--- src/rtl/alu_multicycle.sv ---
// alu_multicycle: handshaked multi-cycle ALU for the MIPS core.
// AND/OR/ADD/SUB/SLT and reserved opcodes take one cycle. MULT uses an
// iterative shift-add engine that yields the full 2*WIDTH product.
// Optional feature macro: ALU_DIV_EN adds opcode 111 = DIVU, an iterative
// restoring divider. Without it, 111 is a reserved opcode.
module alu_multicycle #(
    parameter int WIDTH    = 32,
    parameter int MUL_STEP = 1
) (
    input  logic             clk,
    input  logic             rst_n,
    input  logic             in_valid,
    output logic             in_ready,
    input  logic [WIDTH-1:0] src_a,
    input  logic [WIDTH-1:0] src_b,
    input  logic [2:0]       alu_ctrl,
    output logic             out_valid,
    input  logic             out_ready,
    output logic [WIDTH-1:0] result,
    output logic [WIDTH-1:0] result_hi,
    output logic             zero,
    output logic             illegal
);

    localparam int STEPS = WIDTH / MUL_STEP;
    localparam int CW    = $clog2(WIDTH + 1);

    typedef enum logic [1:0] {
        S_IDLE = 2'd0,
        S_MUL  = 2'd1,
`ifdef ALU_DIV_EN
        S_DIV  = 2'd3,
`endif
        S_DONE = 2'd2
    } state_t;

    state_t             state;
    logic [CW-1:0]      cnt;
    logic [WIDTH-1:0]   mplier;     // multiplier bits, or quotient while dividing
    logic [2*WIDTH-1:0] mcand;      // multiplicand, shifted left each step
    logic [2*WIDTH-1:0] acc;        // running product
    logic [2*WIDTH-1:0] mul_sum;
    logic [WIDTH-1:0]   sc_lo;
    logic               sc_illegal;
    logic [WIDTH-1:0]   done_lo;
    logic [WIDTH-1:0]   done_hi;
    logic               accept;

`ifdef ALU_DIV_EN
    logic [WIDTH-1:0]   divisor;
    logic [WIDTH-1:0]   rem;
    logic               op_div;
    logic [WIDTH:0]     rem_shift;
    logic [WIDTH:0]     div_diff;

    // One restoring-division step; div_diff[WIDTH] set means the trial subtract borrowed.
    // A zero divisor never borrows, so the quotient fills with ones and rem ends equal to a.
    assign rem_shift = {rem, mplier[WIDTH-1]};
    assign div_diff  = rem_shift - {1'b0, divisor};
    assign done_lo   = op_div ? mplier : acc[WIDTH-1:0];
    assign done_hi   = op_div ? rem    : acc[2*WIDTH-1:WIDTH];
`else
    assign done_lo   = acc[WIDTH-1:0];
    assign done_hi   = acc[2*WIDTH-1:WIDTH];
`endif

    assign in_ready = (state == S_IDLE) && (!out_valid || out_ready);
    assign accept   = in_valid && in_ready;

    // Single-cycle results, computed straight from the offered operands.
    always_comb begin
        // NOTE: every combinational output gets a default first so no path leaves it unassigned (no latch).
        sc_lo      = '0;
        sc_illegal = 1'b0;
        case (alu_ctrl)
            3'b000:  sc_lo = src_a & src_b;
            3'b001:  sc_lo = src_a | src_b;
            3'b010:  sc_lo = src_a + src_b;
            3'b100:  sc_lo = src_a - src_b;
            3'b110:  sc_lo = {{(WIDTH-1){1'b0}}, ($signed(src_a) < $signed(src_b))};
            // 011 and (without the divider) 111 land here; MULT/DIVU never use this path.
            default: sc_illegal = 1'b1;
        endcase
    end

    // Shift-add step: add the multiplicand for each of the MUL_STEP low multiplier bits.
    always_comb begin
        mul_sum = acc;
        for (int j = 0; j < MUL_STEP; j++) begin
            if (mplier[j]) mul_sum = mul_sum + (mcand << j);
        end
    end

    // Control FSM, iterative datapath and registered outputs.
    always_ff @(posedge clk or negedge rst_n) begin
        if (!rst_n) begin
            state     <= S_IDLE;
            cnt       <= '0;
            mplier    <= '0;
            mcand     <= '0;
            acc       <= '0;
            out_valid <= 1'b0;
            result    <= '0;
            result_hi <= '0;
            zero      <= 1'b0;
            illegal   <= 1'b0;
`ifdef ALU_DIV_EN
            divisor   <= '0;
            rem       <= '0;
            op_div    <= 1'b0;
`endif
        end else begin
            // NOTE: non-blocking assignments so every register samples pre-edge values.
            // Drain first; a same-edge load below re-asserts out_valid.
            if (out_valid && out_ready) out_valid <= 1'b0;

            case (state)
                S_IDLE: begin
                    if (accept) begin
                        if (alu_ctrl == 3'b101) begin
                            state  <= S_MUL;
                            cnt    <= CW'(STEPS);
                            mplier <= src_a;
                            mcand  <= {{WIDTH{1'b0}}, src_b};
                            acc    <= '0;
`ifdef ALU_DIV_EN
                            op_div <= 1'b0;
                        end else if (alu_ctrl == 3'b111) begin
                            state   <= S_DIV;
                            cnt     <= CW'(WIDTH);
                            mplier  <= src_a;
                            divisor <= src_b;
                            rem     <= '0;
                            op_div  <= 1'b1;
`endif
                        end else begin
                            out_valid <= 1'b1;
                            result    <= sc_lo;
                            result_hi <= '0;
                            zero      <= (sc_lo == '0);
                            illegal   <= sc_illegal;
                        end
                    end
                end
                S_MUL: begin
                    acc    <= mul_sum;
                    mplier <= mplier >> MUL_STEP;
                    mcand  <= mcand << MUL_STEP;
                    cnt    <= cnt - 1'b1;
                    if (cnt == CW'(1)) state <= S_DONE;
                end
`ifdef ALU_DIV_EN
                S_DIV: begin
                    mplier <= {mplier[WIDTH-2:0], ~div_diff[WIDTH]};
                    rem    <= div_diff[WIDTH] ? rem_shift[WIDTH-1:0] : div_diff[WIDTH-1:0];
                    cnt    <= cnt - 1'b1;
                    if (cnt == CW'(1)) state <= S_DONE;
                end
`endif
                S_DONE: begin
                    out_valid <= 1'b1;
                    result    <= done_lo;
                    result_hi <= done_hi;
                    zero      <= (done_lo == '0);
                    illegal   <= 1'b0;
                    state     <= S_IDLE;
                end
                default: state <= S_IDLE;
            endcase
        end
    end

endmodule

--- config.mk ---
export PLATFORM = sky130hd
export DESIGN_NAME = alu_multicycle
export DESIGN_NICKNAME = d
export VERILOG_FILES = /design/src/rtl/alu_multicycle.sv
export SDC_FILE = /design/constraint.sdc
export NUM_CORES = 1
export LEC_CHECK = 0
export CORE_MARGIN = 3
export CORE_UTILIZATION = 50
export DETAILED_ROUTE_END_ITERATION = 16
export GPL_ROUTABILITY_DRIVEN = 0
export PLACE_DENSITY = 0.71
export REMOVE_ABC_BUFFERS = 1
export SLEW_MARGIN = 10
export SYNTH_ARGS = -nofsm -noshare
export SYNTH_HDL_FRONTEND = slang
export SYNTH_SLANG_ARGS = --single-unit
--- constraint.sdc ---
create_clock -name clk -period 5.3 [get_ports clk]
set_input_delay 1.06 -clock clk [delete_from_list [all_inputs] [get_ports clk]]
set_output_delay 1.06 -clock clk [all_outputs]
set_load 0.005 [all_outputs]
==> impl_table.tex <==
\begin{tabular}{lr}
\hline
Metric & Value \\
\hline
\multicolumn{2}{l}{\textbf{Outcome}} \\
\quad Status & finished clean \\
\multicolumn{2}{l}{\textbf{GRT}} \\
\quad Global-route usage over all layers & 0.2675 \\
\quad Vias in the first global route & 16,650 \\
\quad Wire length of the first global-routing pass & 85,930 µm \\
\quad Remaining Overflow, GRT & 0 \\
\quad Number of antenna violations at the first check in global routing & 1 \\
\quad Pin count of the biggest net entering global routing & approximately 120 \\
\multicolumn{2}{l}{\textbf{Floorplanning}} \\
\quad Chip height & 197.7 µm \\
\quad Number of rows created at floorplan & 69 \\
\quad Core Box Area & 35,910 µm² \\
\quad Number of placed I/O pins & 139 \\
\quad Die width & 197.7 µm \\
\quad Starting density of the core & 0.5117 \\
\quad Die ar. & 39,090 µm² \\
\multicolumn{2}{l}{\textbf{Route}} \\
\quad Number of optimization iterations in the first detailed-route pass & 6 \\
\quad Number of routed nets with antenna violations & 0 \\
\quad Total wire length & 53,550 µm \\
\quad Drt drc & 0 \\
\quad Total vias in the final route & $\sim$17,000 \\
\quad Number of vias per cell & about 6.1 \\
\quad Number of violations reported at the end of detailed-routing iteration 0 & 1,431 \\
\quad Average detailed-routed wire length per instance & 19.13 µm \\
\multicolumn{2}{l}{\textbf{Cells and area}} \\
\quad Filler Cell Count & between 3,000 and 4,000 \\
\quad Final standard cell area without fillers & roughly 21,000 µm² \\
\quad Ratio of cells with drive above 1 in the final layout & 0.06156 \\
\quad Number of diodes added for antenna fixing & 0 \\
\quad Area grow syn2layout & 15.67\% \\
\quad Number of nets at the end of the flow & 2,555 \\
\multicolumn{2}{l}{\textbf{Critical path}} \\
\quad Endpoint class of the critical path & register \\
\quad Standard cell with the maximum stage delay on the critical path & sky130\_fd\_sc\_hd\_\_or4\_1 \\
\quad Endpoint required time on the critical path & 5.76 ns \\
\quad Arrival time at the worst endpoint & 5.42 ns \\
\quad Type of origin of the critical path & input port \\
\quad Worst stage delay on the critical path & approximately 0.60 ns \\
\quad Worst Path Class, Setup & input port to register \\
\quad Critical path cell sequence & clkdlybuf4s50\_1, inv\_1, ha\_1, nor3\_1, o31ai\_1, a21oi\_1, or4\_1, a31o\_1, a21boi\_1, o221ai\_1, nor3b\_1, a211oi\_1, nand4\_1, or3\_1, o31ai\_2 \\
\quad Maximum net fanout on the critical path & 8 \\
\multicolumn{2}{l}{\textbf{CTS}} \\
\quad Clock tree from TritonCTS & done \\
\quad Number of buffers added for setup after CTS & 0 \\
\quad Clock Root Buffer & sky130\_fd\_sc\_hd\_\_clkbuf\_16 \\
\quad TritonCTS Buffers & 28 \\
\quad Insertion delay to the later sink of the worst-skew pair & 0.58 ns \\
\quad Reg clk slew, reported paths & 0.06 ns \\
\quad Number of sinks on the clock net & between 200 and 250 \\
\quad Count of hold-fix buffers inserted at cts & 0 \\
\quad Largest buffer count on any clock path & 3 \\
\quad Number of gates resized after cts & 0 \\
\quad H-Tree Level Count & 1 \\
\multicolumn{2}{l}{\textbf{Power and ir drop}} \\
\quad Total power per unit cell area & 431.4 nW/µm² \\
\quad Peak supply drop & between 0.2 and 0.3 mV \\
\quad P\_leak & 0.009564 µW \\
\multicolumn{2}{l}{\textbf{Logic synthesis}} \\
\quad FF+latch count, synth & 235 \\
\quad Post-synthesis cell area & 18,380 µm² \\
\quad Gate Count Post-Synth & 2,225 \\
\quad Number of synthesis warnings & 0 \\
\quad EDFF count, synth & 0 \\
\quad Cell type with the highest aggregate area in the netlist & sky130\_fd\_sc\_hd\_\_dfrtp\_1 \\
\quad Most frequent cells after synthesis & sky130\_fd\_sc\_hd\_\_nand2\_1, sky130\_fd\_sc\_hd\_\_o21ai\_0, sky130\_fd\_sc\_hd\_\_dfrtp\_1 \\
\quad Leading register cell type out of synthesis & sky130\_fd\_sc\_hd\_\_dfrtp\_1 \\
\quad Syn\_area\_per\_cell & 8.259 µm² \\
\quad Synth cell types & 91 \\
\quad Sequential cell area fraction in the yosys report & 0.3200 \\
\quad Post-synthesis async set-or-reset flop share & 1.000 \\
\quad Largest cells by area after synthesis & sky130\_fd\_sc\_hd\_\_dfrtp\_1, sky130\_fd\_sc\_hd\_\_ha\_1, sky130\_fd\_sc\_hd\_\_o21ai\_0, sky130\_fd\_sc\_hd\_\_nand2\_1, sky130\_fd\_sc\_hd\_\_mux2i\_1 \\
\quad Fraction of post-synthesis cell area in the top cell type by area & 0.3200 \\
\quad Most common cell in the synthesized netlist & sky130\_fd\_sc\_hd\_\_nand2\_1 \\
\multicolumn{2}{l}{\textbf{Timing}} \\
\quad Total setup violations reported at the end of the flow & 0 \\
\quad Time the worst path needs with I/O delays and setup & between 4 and 5 ns \\
\quad Worst hold margin & 0.4784 ns \\
\quad Worst-margin pin slew & 1.109 ns \\
\quad Maximum clock skew at final layout & 0.02884 ns \\
\quad Highest attainable clock frequency & 201.8 MHz \\
\quad Unrepaired setup endpoints after global routing & false \\
\quad Max-slew violations & 0 \\
\quad Final-report hold violation count & 0 \\
\quad Post-route clock period utilization & 0.9349 \\
\quad Rel. slew slack & 0.2604 \\
\multicolumn{2}{l}{\textbf{Place}} \\
\quad Post-detail-place hpwl & 39,490 µm \\
\quad Placed cell area & 20,280 µm² \\
\quad Number of input and output port buffers inserted & 138 \\
\multicolumn{2}{l}{\textbf{Job}} \\
\quad Count of max-cap constraint violations & 0 \\
\multicolumn{2}{l}{\textbf{Min path}} \\
\quad Path class of the lowest-slack min-delay path & register to register \\
\hline
\end{tabular}
-- metrics by stage --
stage / util / setup TNS (ns) / std cells / worst slack (ns) / total power (µW)
after global placement: 0.5647 / 0 / 2748 / 0.08968 / 6989
after floorplan: - / -181.43 / 2095 / -2.759 / 5652
after CTS: 0.5918 / 0 / 2800 / 0.5688 / 9176
final: 0.5918 / 0 / 2800 / 0.3449 / 9170
after detailed placement: 0.5647 / -0.01165 / 2748 / -0.01165 / 7099
after global routing: 0.5918 / 0 / 2800 / 0.2231 / 9841
-- metal layers --
layer  routed length, µm  share of wire  GRT usage  vias to the layer above
li1                    -              -          -                     8148
met1               24360           0.45     0.3762                     8058
met2               23540           0.44     0.4231                      664
met3                3788          0.071    0.04101                      131
met4                1844          0.034    0.09305                        2
met5                  20        0.00037          0                        -
-- worst paths after layout --
path | depth (start not counted) | slack [ns] | start | to
setup / recovery | 15 | 0.34 | src_b[2] | zero$_DFFE_PN0P_
hold / removal | 2 | 0.48 | mplier[16]$_DFFE_PN0P_ | mplier[15]$_DFFE_PN0P_
setup reg to reg | 14 | 1.04 | acc[0]$_DFFE_PN0P_ | acc[48]$_DFFE_PN0P_
hold reg to reg | 2 | 0.48 | mplier[16]$_DFFE_PN0P_ | mplier[15]$_DFFE_PN0P_
max in group asynchronous | 2 | 3.54 | rst_n | mplier[21]$_DFFE_PN0P_
min in group asynchronous | 1 | 0.55 | rst_n | mplier[4]$_DFFE_PN0P_
-- worst max-delay path: cells and delay by family --
family / cells / cell delay [ns]
buf+inv: 2 / 0.61
simple gates: 5 / 1.35
compound gates: 7 / 1.97
fa+ha+maj: 1 / 0.42
-- layout make-up --
class | instances | area (µm²) | area share
timing repair buffer | 192 | 1799 | 0.08465
clock inverter | 15 | 211.5 | 0.009948
tap | 461 | 576.8 | 0.02714
multi-input combinational | 1720 | 11500 | 0.5409
inverter | 140 | 525.5 | 0.02472
sequential | 235 | 5881 | 0.2767
clock buffer | 37 | 764.5 | 0.03597
-- layout by cell type (no fill, tap or decap), types with 18 or more instances in the layout --
master and instances:
sky130_fd_sc_hd__xor2_1 23, sky130_fd_sc_hd__clkbuf_16 28, sky130_fd_sc_hd__dfrtp_1 235, sky130_fd_sc_hd__a31oi_1 18, sky130_fd_sc_hd__nand4_1 22, sky130_fd_sc_hd__xnor2_1 49
sky130_fd_sc_hd__nor3_1 25, sky130_fd_sc_hd__a211oi_1 26, sky130_fd_sc_hd__a22o_1 38, sky130_fd_sc_hd__a21o_1 54, sky130_fd_sc_hd__o21bai_1 26, sky130_fd_sc_hd__buf_4 53
sky130_fd_sc_hd__ha_1 164, sky130_fd_sc_hd__mux2i_1 107, sky130_fd_sc_hd__nand2_1 321, sky130_fd_sc_hd__nand3_1 49, sky130_fd_sc_hd__nor2_1 109, sky130_fd_sc_hd__o21ai_0 264
sky130_fd_sc_hd__a21oi_1 135, sky130_fd_sc_hd__inv_1 138, sky130_fd_sc_hd__clkdlybuf4s50_1 136
-- report_power, final --
part / switching, µW / internal, µW / leakage, µW / total, µW
Sequential: 600 / 2430 / 0.00309 / 3030
Clock: 819 / 1220 / 0.000462 / 2040
Combinational: 2410 / 1690 / 0.00601 / 4100
-- registers in the layout, indices dropped and copies added (netlist names) --
name / flops
state: 2
result: 32
cnt: 6
zero: 1
mcand: 64
mplier: 32
illegal: 1
result_hi: 32
acc: 64
out_valid: 1
-- cells by family after synthesis --
kind of cell,Yosys count,share of synthesized area
compound gates,731,0.2566
xor+xnor,72,0.03432
fa+ha+maj,167,0.1149
buf+inv,270,0.05692
flops,235,0.3200
mux,110,0.06012
simple gates,640,0.1571
Power figures use the tool's default switching activity.
